## src/rtl/alu_pkg.sv

```systemverilog
// ---------------------------------------------------------------------------
// alu_pkg
// Shared definitions for the ALU command issuer and its response FIFO.
//   - ALU select codes driven onto the ALU sl bus
//   - branch condition codes (used only when ALU_ISSUER_BRANCH_EN is defined)
//   - default datapath width
//   - helper to classify illegal ALU selects
// ---------------------------------------------------------------------------
package alu_pkg;

   localparam int ALU_WIDTH_DEF = 32;

   localparam logic [2:0] ALU_ADD = 3'b000;
   localparam logic [2:0] ALU_SUB = 3'b001;
   localparam logic [2:0] ALU_AND = 3'b010;
   localparam logic [2:0] ALU_OR  = 3'b011;

   localparam logic [1:0] BR_NONE = 2'b00;
   localparam logic [1:0] BR_EQ   = 2'b01;
   localparam logic [1:0] BR_NE   = 2'b10;
   localparam logic [1:0] BR_ILL  = 2'b11;

   // Any select with the top bit set has no ALU meaning and must never
   // reach the ALU.
   function automatic logic op_is_illegal(input logic [2:0] op);
      return op[2];
   endfunction

endpackage

```

## src/rtl/alu_rsp_fifo.sv

```systemverilog
// ---------------------------------------------------------------------------
// alu_rsp_fifo
// Synchronous FIFO holding captured ALU responses until the consumer takes
// them. Same-cycle push and pop keep the count unchanged and preserve order.
// A pop while empty is ignored.
//
// Parameters:
//   DW    - entry width in bits
//   DEPTH - number of entries (power of two, >= 2)
// Ports:
//   clk       in   rising-edge clock
//   rst_n     in   asynchronous active-low reset (empties the FIFO)
//   push      in   write push_data this cycle
//   push_data in   entry to write
//   pop       in   discard the head entry this cycle
//   head      out  entry at the head of the FIFO
//   count     out  number of valid entries (0..DEPTH)
//   empty     out  count == 0
// ---------------------------------------------------------------------------
module alu_rsp_fifo #(
   parameter int DW    = 8,
   parameter int DEPTH = 4
) (
   input  logic                     clk,
   input  logic                     rst_n,
   input  logic                     push,
   input  logic [DW-1:0]            push_data,
   input  logic                     pop,
   output logic [DW-1:0]            head,
   output logic [$clog2(DEPTH):0]   count,
   output logic                     empty
);

   localparam int AW = $clog2(DEPTH);
   localparam int CW = AW + 1;

   logic [DW-1:0] mem [DEPTH];
   logic [AW-1:0] wr_ptr;
   logic [AW-1:0] rd_ptr;
   logic          full;
   logic          do_push;
   logic          do_pop;

   always_comb begin
      empty   = (count == '0);
      full    = (count == CW'(DEPTH));
      do_pop  = pop && !empty;
      do_push = push && !full;
      head    = mem[rd_ptr];
   end

   // Storage needs no reset: entries are only visible once count says so.
   always_ff @(posedge clk) begin
      if (do_push) begin
         mem[wr_ptr] <= push_data;
      end
   end

   // Pointers wrap naturally at DEPTH; the count is kept separately so that
   // full and empty are distinguishable without a spare pointer bit.
   always_ff @(posedge clk or negedge rst_n) begin
      if (!rst_n) begin
         wr_ptr <= '0;
         rd_ptr <= '0;
         count  <= '0;
      end else begin
         if (do_push) begin
            wr_ptr <= wr_ptr + AW'(1);
         end
         if (do_pop) begin
            rd_ptr <= rd_ptr + AW'(1);
         end
         case ({do_push, do_pop})
            2'b10:   count <= count + CW'(1);
            2'b01:   count <= count - CW'(1);
            default: count <= count;
         endcase
      end
   end

   // The issuer's admission rule must make a push into a full FIFO impossible.
   a_no_overflow : assert property (@(posedge clk) disable iff (!rst_n) !(push && full));

endmodule

```

## src/rtl/alu_cmd_issuer.sv

```systemverilog
// ---------------------------------------------------------------------------
// alu_cmd_issuer
// Front end between the multicycle sequencer and the combinational 32-bit
// ALU. Commands arrive over a valid/ready handshake, are registered onto the
// ALU input bus for one cycle, and the ALU result is captured at the end of
// that cycle into a response FIFO that returns tagged results over a second
// valid/ready handshake.
//
// Optional feature (macro ALU_ISSUER_BRANCH_EN): adds cmd_br and rsp_taken,
// evaluating BEQ/BNE from the captured zero flag.
//
// Ports:
//   clk, rst_n                 clock, asynchronous active-low reset
//   cmd_valid/cmd_ready        command handshake
//   cmd_op, cmd_a, cmd_b       ALU select and operands
//   cmd_tag                    requester tag echoed in the response
//   cmd_br   (optional)        branch condition 00 none/01 BEQ/10 BNE/11 illegal
//   alu_sl, alu_a, alu_b       registered drive to the ALU
//   alu_out, alu_zero          ALU result and zero flag
//   rsp_valid/rsp_ready        response handshake
//   rsp_result, rsp_zero       captured result and zero flag
//   rsp_err, rsp_tag           illegal-command flag, command tag
//   rsp_taken (optional)       branch taken
//   busy                       issue stage occupied or FIFO non-empty
// ---------------------------------------------------------------------------
module alu_cmd_issuer
   import alu_pkg::*;
#(
   parameter int WIDTH     = ALU_WIDTH_DEF,
   parameter int TAG_W     = 4,
   parameter int RSP_DEPTH = 4
) (
   input  logic             clk,
   input  logic             rst_n,
   input  logic             cmd_valid,
   output logic             cmd_ready,
   input  logic [2:0]       cmd_op,
   input  logic [WIDTH-1:0] cmd_a,
   input  logic [WIDTH-1:0] cmd_b,
   input  logic [TAG_W-1:0] cmd_tag,
`ifdef ALU_ISSUER_BRANCH_EN
   input  logic [1:0]       cmd_br,
   output logic             rsp_taken,
`endif
   output logic [2:0]       alu_sl,
   output logic [WIDTH-1:0] alu_a,
   output logic [WIDTH-1:0] alu_b,
   input  logic [WIDTH-1:0] alu_out,
   input  logic             alu_zero,
   output logic             rsp_valid,
   input  logic             rsp_ready,
   output logic [WIDTH-1:0] rsp_result,
   output logic             rsp_zero,
   output logic             rsp_err,
   output logic [TAG_W-1:0] rsp_tag,
   output logic             busy
);

   localparam int CW  = $clog2(RSP_DEPTH) + 1;
   localparam int CW1 = CW + 1;
`ifdef ALU_ISSUER_BRANCH_EN
   localparam int EW  = WIDTH + TAG_W + 3;
`else
   localparam int EW  = WIDTH + TAG_W + 2;
`endif

   logic             issue_v;
   logic [TAG_W-1:0] issue_tag;
   logic             issue_err;
   logic             accept;
   logic             cmd_err;
   logic [CW1-1:0]   occupancy;
   logic [WIDTH-1:0] cap_result;
   logic             cap_zero;
   logic [EW-1:0]    push_data;
   logic [EW-1:0]    head;
   logic [CW-1:0]    fifo_count;
   logic             fifo_empty;
   logic [WIDTH-1:0] head_result;
   logic             head_zero;
   logic             head_err;
   logic [TAG_W-1:0] head_tag;
`ifdef ALU_ISSUER_BRANCH_EN
   logic [1:0]       issue_br;
   logic             cap_taken;
   logic             head_taken;
`endif

   // Admission counts the slot in the issue stage as already owning a FIFO
   // entry, so a command is only taken when its response is guaranteed room.
   // Depends on registered state only.
   always_comb begin
      occupancy = {1'b0, fifo_count} + {{CW{1'b0}}, issue_v};
      cmd_ready = (occupancy < CW1'(RSP_DEPTH));
      accept    = cmd_valid && cmd_ready;
`ifdef ALU_ISSUER_BRANCH_EN
      cmd_err   = op_is_illegal(cmd_op) || (cmd_br == BR_ILL);
`else
      cmd_err   = op_is_illegal(cmd_op);
`endif
   end

   // Issue stage. The ALU bus only changes on an accept so the ALU inputs do
   // not toggle while idle; an illegal select is replaced by add so that 1xx
   // never reaches the ALU.
   always_ff @(posedge clk or negedge rst_n) begin
      if (!rst_n) begin
         issue_v   <= 1'b0;
         alu_sl    <= ALU_ADD;
         alu_a     <= '0;
         alu_b     <= '0;
         issue_tag <= '0;
         issue_err <= 1'b0;
`ifdef ALU_ISSUER_BRANCH_EN
         issue_br  <= BR_NONE;
`endif
      end else begin
         issue_v <= accept;
         if (accept) begin
            alu_sl    <= op_is_illegal(cmd_op) ? ALU_ADD : cmd_op;
            alu_a     <= cmd_a;
            alu_b     <= cmd_b;
            issue_tag <= cmd_tag;
            issue_err <= cmd_err;
`ifdef ALU_ISSUER_BRANCH_EN
            issue_br  <= cmd_br;
`endif
         end
      end
   end

   // Capture formatting: an erroneous slot reports result 0, zero 0 and no
   // branch, regardless of what the ALU computed for the substituted add.
   always_comb begin
      cap_result = alu_out;
      cap_zero   = alu_zero;
      if (issue_err) begin
         cap_result = '0;
         cap_zero   = 1'b0;
      end
`ifdef ALU_ISSUER_BRANCH_EN
      cap_taken = 1'b0;
      if (!issue_err) begin
         case (issue_br)
            BR_EQ:   cap_taken = alu_zero;
            BR_NE:   cap_taken = !alu_zero;
            default: cap_taken = 1'b0;
         endcase
      end
      push_data = {cap_taken, cap_result, cap_zero, issue_err, issue_tag};
`else
      push_data = {cap_result, cap_zero, issue_err, issue_tag};
`endif
   end

   alu_rsp_fifo #(
      .DW    (EW),
      .DEPTH (RSP_DEPTH)
   ) u_rsp_fifo (
      .clk       (clk),
      .rst_n     (rst_n),
      .push      (issue_v),
      .push_data (push_data),
      .pop       (rsp_valid && rsp_ready),
      .head      (head),
      .count     (fifo_count),
      .empty     (fifo_empty)
   );

   // Response outputs are forced to zero while the FIFO is empty so that
   // stale storage contents never appear on the bus.
   always_comb begin
`ifdef ALU_ISSUER_BRANCH_EN
      {head_taken, head_result, head_zero, head_err, head_tag} = head;
      rsp_taken  = !fifo_empty && head_taken;
`else
      {head_result, head_zero, head_err, head_tag} = head;
`endif
      rsp_valid  = !fifo_empty;
      rsp_result = fifo_empty ? '0 : head_result;
      rsp_zero   = !fifo_empty && head_zero;
      rsp_err    = !fifo_empty && head_err;
      rsp_tag    = fifo_empty ? '0 : head_tag;
      busy       = issue_v || !fifo_empty;
   end

endmodule

```

## config.mk

```make
export PLATFORM = sky130hd
export DESIGN_NAME = alu_cmd_issuer
export DESIGN_NICKNAME = d
export VERILOG_FILES = /design/src/rtl/alu_pkg.sv /design/src/rtl/alu_rsp_fifo.sv /design/src/rtl/alu_cmd_issuer.sv
export SDC_FILE = /design/constraint.sdc
export NUM_CORES = 1
export LEC_CHECK = 0
export CORE_AREA = 10 10 156 158
export CTS_CLUSTER_DIAMETER = 40
export DETAILED_ROUTE_END_ITERATION = 12
export DIE_AREA = 0 0 166 168
export PLACE_DENSITY_LB_ADDON = 0.1
export SYNTH_ARGS = -nofsm -noshare
export SYNTH_HDL_FRONTEND = slang
export SYNTH_SLANG_ARGS = --single-unit
```

## constraint.sdc

```tcl
create_clock -name clk -period 5.3 [get_ports clk]
set_input_delay 0.795 -clock clk [delete_from_list [all_inputs] [get_ports clk]]
set_output_delay 0.795 -clock clk [all_outputs]
set_load 0.005 [all_outputs]
```

# After elaboration in Yosys (flattened, before gate mapping)
# Memory sizes are Yosys's and may differ from the RTL's.
# Cells that the tools add are included.
dict set report totals {
  out_inout_bits 108
  mem_count 1
  ram_bits 152
  regBits 80
  wordCells 38
  input_bits 108
}
# memory depth width rd rd_ports_with_merged_regs wr line
set memory_table {}
lappend memory_table {u_rsp_fifo.mem 4 38 1 0 1 alu_rsp_fifo.sv:37} ;# logic [DW-1:0] mem [DEPTH];
dict set report classes {
  muxes 8
  add_sub_neg 5
  n_reduce_logical 11
  n_eq_ne 3
  magnitude_cmp 1
}
# cell n
set ops {}
lappend ops {{$mux 32} 2}
lappend ops {{$logic_and 1x1->1} 6}
lappend ops {{$pmux 3 s2} 1}
lappend ops {{$add 2x1->2 const B} 2}
lappend ops {{$add 3x1->4} 1}
lappend ops {{$lt 4x3->1 const B} 1}
lappend ops {{$mux 4} 1}
lappend ops {{$add 3x1->3 const B} 1}
lappend ops {{$eq 3x3->1 const B} 1}
lappend ops {{$logic_not 3->1} 1}
lappend ops {{$mux 1} 3}
lappend ops {{$sub 3x1->3 const B} 1}
lappend ops {{$eq 2x1->1 const B} 1}
lappend ops {{$eq 2x2->1 const B} 1}
lappend ops {{$logic_not 1->1} 2}
lappend ops {{$mux 2} 1}
lappend ops {{$reduce_bool 2->1} 1}
lappend ops {{$logic_or 1x1->1} 1}

# Longest topological paths before layout
# Gate-level depths: netlist (run 1).
dict set report depth {
  ltp_word 6
  ltp_mapped 9
  depth_no_buf 9
}

# Cells and area by module
# A second synthesis (run 1) with hierarchy kept.
dict set report unflattened {
  cells_unflattened 478
  hier_area_um2 9197.6
}
# mod instances area_each_um2 cells_each seq_area_each_um2
set modules_own_cells {}
lappend modules_own_cells {alu_rsp_fifo 1 5959.5 236 4739.5}
lappend modules_own_cells {alu_cmd_issuer 1 3238.1 242 1801.7}

# Worst setup path after synthesis (run 1)
# Ideal clock, no wire load.
dict set report synth_timing {
  path_kind {reg-to-reg}
  start {register u_rsp_fifo.count[0]}
  end {memory u_rsp_fifo.mem[0][0] in the netlist's numbering, enable pin}
  required_ns 4.901
  slack_ns 3.177
  arrival_ns 1.724
  setup_time_ns 0.399
  path_buffers 0
  period_less_slack_ns 2.123
  path_stages_with_launch 4
  path_cell_list {dfrtp_1 inv_1 a31oi_4 and2_1}
}
dict set report synth_between {
  elab_chain_len 5
}
# item line
set synth_rtl {}
lappend synth_rtl {{from (decl)} alu_rsp_fifo.sv:30} ;# output logic [$clog2(DEPTH):0] count,
lappend synth_rtl {{from (signal assigned)} alu_rsp_fifo.sv:74} ;# 2'b10: count <= count + CW'(1);
lappend synth_rtl {{from (signal assigned)} alu_rsp_fifo.sv:75} ;# 2'b01: count <= count - CW'(1);
lappend synth_rtl {{from (signal assigned)} alu_rsp_fifo.sv:76} ;# default: count <= count;
lappend synth_rtl {{$eq 3x3->1} alu_rsp_fifo.sv:46} ;# full = (count == CW'(DEPTH));
lappend synth_rtl {{$logic_not 1->1} alu_rsp_fifo.sv:48} ;# do_push = push && !full;
lappend synth_rtl {{$logic_and 1x1->1} alu_rsp_fifo.sv:48}
lappend synth_rtl {{$mux 1} alu_rsp_fifo.sv:54} ;# if (do_push) begin
lappend synth_rtl {{$mux 1 (not written as such)} alu_rsp_fifo.sv:55} ;# mem[wr_ptr] <= push_data;
lappend synth_rtl {{to (decl)} alu_rsp_fifo.sv:37}
# No other way between the ends.

# Worst setup path in the final report (run 1)
dict set report layout_timing {
  start {register u_rsp_fifo.rd_ptr[0]}
  end {output port rsp_err}
}
dict set report layout_between {
  elab_chain_len 2
}
# item line
set layout_rtl {}
lappend layout_rtl {{from (decl)} alu_rsp_fifo.sv:39} ;# logic [AW-1:0] rd_ptr;
lappend layout_rtl {{from (signal assigned)} alu_rsp_fifo.sv:71} ;# rd_ptr <= rd_ptr + AW'(1);
lappend layout_rtl {{$mem_v2 4x38} --}
lappend layout_rtl {{$logic_and 1x1->1} alu_cmd_issuer.sv:182} ;# rsp_err = !fifo_empty && head_err;
lappend layout_rtl {{to (decl)} alu_cmd_issuer.sv:54} ;# output logic rsp_err,
# No other way between the ends.

==> out/metrics.yaml, run 1 <==
finish:
  fillCellCount: 1598
  final_cells: 1010
  area_delta_synth_final_pct: 37.6
  final_nets: 818
  fin_util_pct: 60.3
  drive_above_1_share_pct: 24.7
worst_setup_path:
  reg2reg_depth: 4
  crit_path_max_incr_delay_ps: 650
  reg2reg_slack_ps: 2970
  crit_buf_inv: 2
  cp_top_family: "buffers and inverters"
  timing.rr.start: "u_rsp_fifo.count[0]"
  endpoint_kind: "primary output"
  worstPathMaxFanout: 16
  cp.required_ps: 4510
  r2r_end: "alu_b[8]"
  cp_slowest_cell: "dfrtp_2"
  critPathKind: "reg -> out"
  cp.arrival_ps: 2720
  path_cells: "buf_4, mux4_2, and2_1, clkdlybuf4s50_1"
  cp-start-kind: "flop"
timing:
  finalHoldViolCount: 0
  rsz0062_at_grt: "no"
  fmax_mhz: 285
  clock_skew_ps: 18.0
  min_period_ps: 3510
  fin_setup_tns_ps: 0
  worst_pin_slew_ps: 1110
  finalSetupViolCount: 0
  fin_ws_ps: 1790
  post-route-period-util_pct: 66.3
  slew_headroom_pct: 25.9
  drv_slew: 0
clock_tree:
  cts_buffers: 35
  clk_pin_slew_worst_paths_ps: 50
  cts_root_buf: "clkbuf_16"
  htreeDepth: 2
  clk_path_buf_depth: 3
  cts_tree: "yes"
  holdBufCountCts: 0
  clock_latency_ps: 490
  cts_resized: 0
  post_cts_buffers: 0
  clock_sinks: 231
drt:
  dr.first_iter.drc_count: 154
  routed_wl_mm: 21.3
  detail-route-antenna-nets: 0
  drc: 0
  vias: 4901
  first_pass_iters: 4
  wire_per_inst_um: 21.1
  vias_per_cell: 4.85
synthesis:
  netlist_area_mm2: 0.00939
  synth_area_leaders: "edfxtp_1, dfrtp_1, mux2_4"
  synth.distinct_cells: 25
  ys_seq_elements: 231
  ys.warnings.count: 0
  synth_common_cells: "edfxtp_1, dfrtp_1, mux2_4"
  synth_edf_count: 152
  syn-num-nets: 586
  avgSynthCellArea_um2: 19.9
  synthFlopType: "edfxtp_1"
  yosysSeqAreaShare_pct: 69.7
  synth_most_common_cell: "edfxtp_1"
  synth_area_leader_cell: "edfxtp_1"
  syn_inst: 472
  async_flop_share_pct: 34.2
  synth_top_cell_area_share_pct: 48.6
global_route:
  met3_usage_pct: 8.45
  use_met1_pct: 17.0
  overflow: 0
  top_usage_layer: "met2"
  grt_max_degree: 80
  grt_usage_pct: 15.2
  grt_pass1_wl_mm: 33.7
  grt_antenna_before_repair: 1
  grt_pass1_vias: 5843
  use_met2_pct: 24.3
floorplan:
  rows: 54
  die_w_um: 166
  die-area_mm2: 0.0279
  die_h_um: 168
  io_pins: 216
  start_util_pct: 43.8
  core_mm2: 0.0214
place:
  dp_cells: 947
  dpl.hpwl_mm: 13.6
  place_ws_ps: 2230
  io_buffers: 214
  gp_congestion: 0.737
status:
  outcome: "finished, final reports clean"
power:
  vdd_ir_drop_max_mv: 0.377
  p_leak_uw: 0.00493
  power_uw: 7960
  power_density_mw_per_mm2: 616
job:
  maxCapViolations: 0
worst_hold_path:
  hp-class: "in -> async"
-- kinds of logic (layout without fill, tap and decap cells) --
family,count (synthesis),after routing,share of synthesized area (%)
other,1,2,0.0399
muxes,110,110,20.5
and+or+nand+nor,83,83,5.54
xor gates and xnor gates,6,6,0.560
DFF,231,231,69.7
buffers and inverters,32,289,2.31
adders and majority gates,6,6,0.879
AOI/OAI and AO/OA,3,3,0.560
-- area by class of cell --
class / count / area [µm²] / area share [%]
Sequential cell: 231 / 6540 / 50.7
Multi-Input combinational cell: 209 / 2640 / 20.4
Timing Repair Buffer: 219 / 2180 / 16.9
Clock buffer: 42 / 955 / 7.39
Tap cell: 280 / 350 / 2.71
Clock inverter: 20 / 221 / 1.71
Inverter: 8 / 30.0 / 0.232
Antenna cell: 1 / 2.50 / 0.0194
-- how the worst max path moves through the flow --
stage,from,to,slack (ps),cells after the start
after floorplan,u_rsp_fifo.count[0],u_rsp_fifo.mem[0][0],3180,3
after global placement,u_rsp_fifo.rd_ptr[0],rsp_result[12],2230,4
final,u_rsp_fifo.rd_ptr[0],rsp_err,1790,4
after detailed placement,u_rsp_fifo.rd_ptr[0],rsp_err,2230,4
after global routing,u_rsp_fifo.rd_ptr[0],rsp_tag[1],1610,4
after CTS,u_rsp_fifo.rd_ptr[0],rsp_err,1710,4
-- per-layer routing --
layer  wire [µm]  vias up
li1            -     2230
met1        8450     2444
met4         406        0
met2       10100      193
met3        2410       34
met5           0        -
-- metrics by stage --
stage | hold WS [ps] | instance area [µm²]
floorplan | 471 | 9390
global placement | 477 | 11700
detailed placement | 490 | 11700
CTS | 504 | 12900
global route | 521 | 12900
finish | 470 | 12900
-- power breakdown --
part | internal, µW | switching (µW)
Combinational | 1790 | 1010
Sequential | 2540 | 347
Clock | 1480 | 789
-- registers in the layout (all words and copies together), names as in the netlist, 2 cells and up --
| register | flops |
|---|---|
| alu_b | 32 |
| issue_tag | 4 |
| u_rsp_fifo.rd_ptr | 2 |
| u_rsp_fifo.count | 3 |
| alu_a | 32 |
| u_rsp_fifo.mem | 152 |
| u_rsp_fifo.wr_ptr | 2 |
| alu_sl | 2 |
-- layout by cell type, fill, tap and decap left out --
| master | netlist | layout |
|---|---|---|
| bufinv_16 | 0 | 4 |
| inv_1 | 8 | 8 |
| a31oi_4 | 2 | 2 |
| and2_2 | 0 | 4 |
| xnor2_1 | 3 | 3 |
| nand2b_1 | 1 | 1 |
| clkinv_1 | 0 | 2 |
| nor2b_1 | 35 | 35 |
| nor2_1 | 1 | 1 |
| mux4_2 | 38 | 38 |
| nand3_1 | 1 | 1 |
| or3_1 | 1 | 1 |
| clkinv_4 | 0 | 2 |
| ha_1 | 5 | 5 |
| a32o_1 | 1 | 1 |
| clkdlybuf4s50_1 | 0 | 213 |
| nand2_4 | 1 | 1 |
| clkbuf_8 | 0 | 1 |
| mux2_2 | 3 | 3 |
| mux2i_1 | 1 | 1 |
| buf_4 | 1 | 6 |
| clkbuf_1 | 9 | 4 |
| clkinv_2 | 0 | 6 |
| conb_1 | 1 | 1 |
| edfxtp_1 | 152 | 152 |
| dfrtp_1 | 79 | 77 |
| dfrtp_2 | 0 | 2 |
| and2_1 | 43 | 39 |
| clkinvlp_4 | 0 | 5 |
| mux2_4 | 68 | 68 |
| inv_6 | 0 | 1 |
| diode_2 | 0 | 1 |
| fa_1 | 1 | 1 |
| xor2_1 | 3 | 3 |
| clkbuf_16 | 0 | 37 |
(Power assumes the default switching activity.)
==> inputs of run 2 (changes only) <==
==> constraint.sdc (replaced) <==
create_clock -name clk -period 3.2 [get_ports clk]
set_input_delay 0.48 -clock clk [delete_from_list [all_inputs] [get_ports clk]]
set_output_delay 0.48 -clock clk [all_outputs]
set_load 0.005 [all_outputs]
==> out/metrics.yaml, run 2 (same netlist as run 1, synthesis figures left out) <==
timing:
  worst_pin_slew_ps: 1020
  finalSetupViolCount: 0
  slew_headroom_pct: 32.3
  post-route-period-util_pct: 93.2
  drv_slew: 0
  finalHoldViolCount: 0
  fmax_mhz: 335
  fin_setup_tns_ps: 0
  min_period_ps: 2980
  rsz0062_at_grt: "no"
  clock_skew_ps: 17.5
power:
  power_frac_seq_pct: 35.0
  clkPwrFrac_pct: 28.8
  p_comb_share_pct: 36.2
  power.internal_uw: 9680
  vdd_ir_drop_max_mv: 0.627
  p_leak_uw: 0.00499
  switchingPower_uw: 3610
  power_uw: 13300
  power_density_mw_per_mm2: 1020
  sw_frac_of_total_pct: 27.1
clock_tree:
  cts_resized: 0
  htreeDepth: 2
  clk_pin_slew_worst_paths_ps: 60
  clock_latency_ps: 490
  clock_sinks: 231
  clk_path_buf_depth: 3
  cts_root_buf: "clkbuf_16"
  post_cts_buffers: 0
  cts_tree: "yes"
  cts_buffers: 36
  holdBufCountCts: 0
drt:
  wire_per_inst_um: 20.8
  vias_per_cell: 4.85
  first_pass_iters: 6
  drc: 0
  routed_wl_mm: 21.2
  vias: 4947
  detail-route-antenna-nets: 0
  dr.first_iter.drc_count: 187
worst_setup_path:
  endpoint_kind: "primary output"
  crit_start: "u_rsp_fifo.rd_ptr[0]"
  worstPathMaxFanout: 25
  cp-start-kind: "flop"
  cp.required_ps: 2720
  r2r_end: "u_rsp_fifo.count[2]"
  cp.arrival_ps: 2500
  reg2reg_depth: 9
  reg2reg_slack_ps: 980
  timing.rr.start: "u_rsp_fifo.count[0]"
  critPathKind: "reg -> out"
finish:
  antennaDiodeCount: 0
  final_cell_mix: "clkdlybuf4s50_1, edfxtp_1, dfrtp_1, mux2_4, and2_1"
  top_register: "u_rsp_fifo.mem"
  final_cells: 1020
  final_nets: 828
  largest_reg_flops: 152
  drive_above_1_share_pct: 25.7
  largestRegisters: "u_rsp_fifo.mem: 152 flops, alu_a: 32 flops, alu_b: 32 flops"
  area_delta_synth_final_pct: 38.8
  final_area_mm2: 0.0130
  layout_commonest_cell: "clkdlybuf4s50_1"
global_route:
  overflow: 0
  grt_usage_pct: 15.1
  grt_pass1_wl_mm: 33.6
  grt_max_degree: 80
  grt_pass1_vias: 5806
  grt_antenna_before_repair: 0
status:
  outcome: "finished, final reports clean"
floorplan:
  die_w_um: 166
  start_util_pct: 43.8
  die-area_mm2: 0.0279
  core_mm2: 0.0214
  rows: 54
  die_h_um: 168
  io_pins: 216
place:
  io_buffers: 214
  dp_cells: 956
  gp_congestion: 0.749
  dpl.hpwl_mm: 14.2
  placed_area_mm2: 0.0118
worst_hold_path:
  hp-class: "in -> async"
job:
  maxCapViolations: 0
## run 2: layout make-up
cell class / count / area (µm²)
clock inverters: 21 / 251
well taps: 280 / 350
fillers: 1508 / 8390
multi-input cells: 209 / 2640
repair buffers: 228 / 2270
clock buffers: 43 / 948
inverters: 8 / 30.0
flip-flops and latches: 231 / 6540
## run 2: worst max-delay path by stage
stage,end,slack (ps)
floorplan,u_rsp_fifo.mem[0][0],1080
detailed placement,rsp_tag[0],690
finish,rsp_tag[0],220
CTS,rsp_tag[0],160
global placement,rsp_result[0],710
global route,rsp_tag[0],60
## run 2: critical path, stage by stage, from the launching register on
cell,delay (ps)
dfrtp_2,350
buf_4,430
mux4_2,570
and2_1,180
clkdlybuf4s50_1,440
## run 2: power by group through the flow
stage / logic, µW / registers, µW / clock network [µW]
3_3_place_gp: 4880 / 4660 / 0
5_1_grt: 5230 / 4750 / 4060
2_1_floorplan: 2540 / 4620 / 0
3_5_place_dp: 4940 / 4680 / 0
6_report: 4810 / 4660 / 3820
4_1_cts: 4960 / 4670 / 3910
## run 2: stage by stage
step                      hold WS, ps  util, %  setup slack (ps)
final                             153     60.8               219
after global routing              218     60.8              55.8
after CTS                         197     60.8               159
after detailed placement          490     55.2               691
after global placement            479     55.2               708
after floorplan                   184        -              1080
## run 2: per-layer routing
metal  wire, µm  GRT usage [%]  part of all wire [%]
met1       8490           17.2                    40
met2      10200           24.9                    48
met3       2230           7.61                    10
met4        325           3.97                   1.5
met5          0              0                     0
==> inputs of run 3 (changes only) <==
--- a/config.mk
+++ b/config.mk
@@ -5,11 +5,13 @@
 export SDC_FILE = /design/constraint.sdc
 export NUM_CORES = 1
 export LEC_CHECK = 0
-export CORE_AREA = 10 10 156 158
+export ABC_AREA = 1
+export CORE_AREA = 10 10 162 164
 export CTS_CLUSTER_DIAMETER = 40
 export DETAILED_ROUTE_END_ITERATION = 12
-export DIE_AREA = 0 0 166 168
+export DIE_AREA = 0 0 172 174
 export PLACE_DENSITY_LB_ADDON = 0.1
+export RECOVER_POWER = 100
 export SYNTH_ARGS = -nofsm -noshare
 export SYNTH_HDL_FRONTEND = slang
 export SYNTH_SLANG_ARGS = --single-unit
==> constraint.sdc (replaced) <==
create_clock -name clk -period 2.4 [get_ports clk]
set_input_delay 0.36 -clock clk [delete_from_list [all_inputs] [get_ports clk]]
set_output_delay 0.36 -clock clk [all_outputs]
set_load 0.005 [all_outputs]
==> out/metrics.yaml, run 3 <==
status:
  outcome: "complete, but fails checks"
  violations: "negative setup slack"
timing:
  drv_slew: 0
  finalSetupViolCount: 1
  clock_skew_ps: 20.4
  min_period_ps: 2400
  slew_headroom_pct: 29.7
  fin_ws_ps: -0.182
  rsz0062_at_grt: "yes"
  fmax_mhz: 417
  finalHoldViolCount: 0
  post-route-period-util_pct: 100
  worst_pin_slew_ps: 1050
finish:
  top_register: "u_rsp_fifo.mem"
  final_nets: 1383
  largestRegisters: "u_rsp_fifo.mem: 152 flops, alu_a: 32 flops, alu_b: 32 flops"
  largest_reg_flops: 152
  fin_util_pct: 60.2
  layout_commonest_cell: "inv_1"
  final_cell_mix: "inv_1, nand2_1, edfxtp_1, clkdlybuf4s50_1, nand3_1"
  final_area_mm2: 0.0139
  area_delta_synth_final_pct: 36.2
  drive_above_1_share_pct: 10.2
  antennaDiodeCount: 0
synthesis:
  synth_area_leaders: "edfxtp_1, dfrtp_1, inv_1"
  syn_inst: 1036
  synth_area_leader_cell: "edfxtp_1"
  ys.warnings.count: 0
  async_flop_share_pct: 34.2
  synth.distinct_cells: 27
  netlist_area_mm2: 0.0102
  synth_edf_count: 152
  ys_seq_elements: 231
  avgSynthCellArea_um2: 9.87
  synth_common_cells: "inv_1, nand2_1, edfxtp_1"
  synthFlopType: "edfxtp_1"
  synth_top_cell_area_share_pct: 44.6
  syn-num-nets: 1150
  yosysSeqAreaShare_pct: 64.0
  synth_most_common_cell: "inv_1"
worst_setup_path:
  reg2reg_slack_ps: 210
  critPathKind: "reg -> out"
  cp.required_ps: 2040
  r2r_end: "alu_a[16]"
  reg2reg_depth: 6
  cp-start-kind: "flop"
  worstPathMaxFanout: 18
  timing.rr.start: "u_rsp_fifo.count[0]"
  cp.arrival_ps: 2040
  endpoint_kind: "primary output"
power:
  sw_frac_of_total_pct: 32.6
  switchingPower_uw: 5880
  p_leak_uw: 0.00661
  vdd_ir_drop_max_mv: 0.735
  power_density_mw_per_mm2: 1300
  p_comb_share_pct: 35.2
  power_frac_seq_pct: 34.0
  power.internal_uw: 12200
  clkPwrFrac_pct: 30.8
global_route:
  grt_usage_pct: 16.5
  grt_max_degree: 69
  grt_pass1_wl_mm: 39.1
  grt_pass1_vias: 7410
  overflow: 0
  grt_antenna_before_repair: 2
drt:
  vias_per_cell: 4.51
  drc: 0
  wire_per_inst_um: 15.4
  detail-route-antenna-nets: 0
  first_pass_iters: 5
  vias: 7156
  dr.first_iter.drc_count: 317
  routed_wl_mm: 24.5
worst_hold_path:
  whs_path_depth: 3
  holdCritStartpoint: "cmd_b[6]"
  hold_end: "alu_b[6]"
  hp-class: "in -> reg"
floorplan:
  start_util_pct: 44.2
  io_pins: 216
  die_h_um: 174
  core_mm2: 0.0231
  die-area_mm2: 0.0299
  rows: 56
  die_w_um: 172
clock_tree:
  cts_tree: "yes"
  cts_root_buf: "clkbuf_16"
  clk_path_buf_depth: 3
  clock_latency_ps: 510
  cts_buffers: 37
  clock_sinks: 231
  clk_pin_slew_worst_paths_ps: 50
  htreeDepth: 2
place:
  dpl.hpwl_mm: 16.1
  gp_congestion: 0.764
  io_buffers: 214
  placed_area_mm2: 0.0126
job:
  maxCapViolations: 0
[run 3: cell types whose count changed after synthesis, moves of 43 or more]
cell	previous run	this run
and2_1	43	0
inv_1	8	268
nand2_1	0	232
mux2_4	68	0
o21ai_1	0	48
nand3_1	1	81
[run 3: cell families after synthesis]
| group | after synthesis | synth area share [%] |
|---|---|---|
| xor+xnor | 2 | 0.171 |
| compound gates | 111 | 6.13 |
| fa+ha+maj | 6 | 0.807 |
| buf+inv | 322 | 14.1 |
| other cells | 1 | 0.0367 |
| simple gates | 363 | 14.8 |
| flops | 231 | 64.0 |
[run 3: layer usage]
layer,routed length (µm),global-route usage [%],up-vias
met1,10100,19.4,3263
met4,271,4.35,4
met5,21,0,-
li1,-,-,3653
met3,3090,9.24,23
met2,11100,25.4,213
[run 3: power groups by stage]
stage	clock (µW)	sequential, µW	combinational [µW]
after floorplan	0	6150	3470
after global placement	0	6180	6940
after detailed placement	0	6220	6980
after CTS	5650	6180	6940
after global routing	5840	6280	7200
final	5550	6140	6360
[run 3: worst max path at each step]
stage	from	end	slack, ps	cells past startpoint
2_1_floorplan	u_rsp_fifo.count[0]	u_rsp_fifo.mem[0][0]	-370	4
6_report	u_rsp_fifo.rd_ptr[0]	rsp_result[17]	-0.2	6
5_1_grt	u_rsp_fifo.rd_ptr[0]	rsp_result[15]	-100	5
4_1_cts	u_rsp_fifo.rd_ptr[0]	rsp_result[24]	-90	5
3_5_place_dp	rsp_ready	u_rsp_fifo.count[2]	360	10
3_3_place_gp	rsp_ready	u_rsp_fifo.count[2]	400	10
[run 3: critical path, stage by stage (launching register included)]
cell,delay (ps)
dfrtp_2,450
inv_6,100
buf_12,170
nand2_1,60
nand3_1,80
a21oi_2,160
clkdlybuf4s50_1,510
[run 3: repair_timing]
item / 4_1_cts / 5_1_grt
hold buffers: 1 / 0
gates cloned: 1 / 1
hold endpoints to repair: 41 / 0
pin swaps: 1 / 2
buffers inserted: 1 / 0
setup endpoints to repair: 38 / 8
gates resized for setup: 51 / 9
[run 3: cell type report]
type	count	area (µm²)
Clock buffer	47	1040
Tap cell	290	363
Clock inverter	21	285
Sequential cell	231	6540
Fill cell	1935	9200
Multi-Input combinational cell	483	2280
Timing Repair Buffer	244	2380
Inverter	272	1030
[run 3: through the flow]
stage / instances / hold WS, ps / TNS, ps / worst slack [ps] / power [µW]
floorplan: 1036 / 64.4 / -55690 / -366 / 9620
global placement: 1516 / 405 / 0 / 400 / 13100
detailed placement: 1516 / 403 / 0 / 359 / 13200
CTS: 1587 / 380 / -182 / -88.8 / 18800
global route: 1588 / 404 / -648 / -103 / 19300
finish: 1588 / 407 / -0.182 / -0.182 / 18100
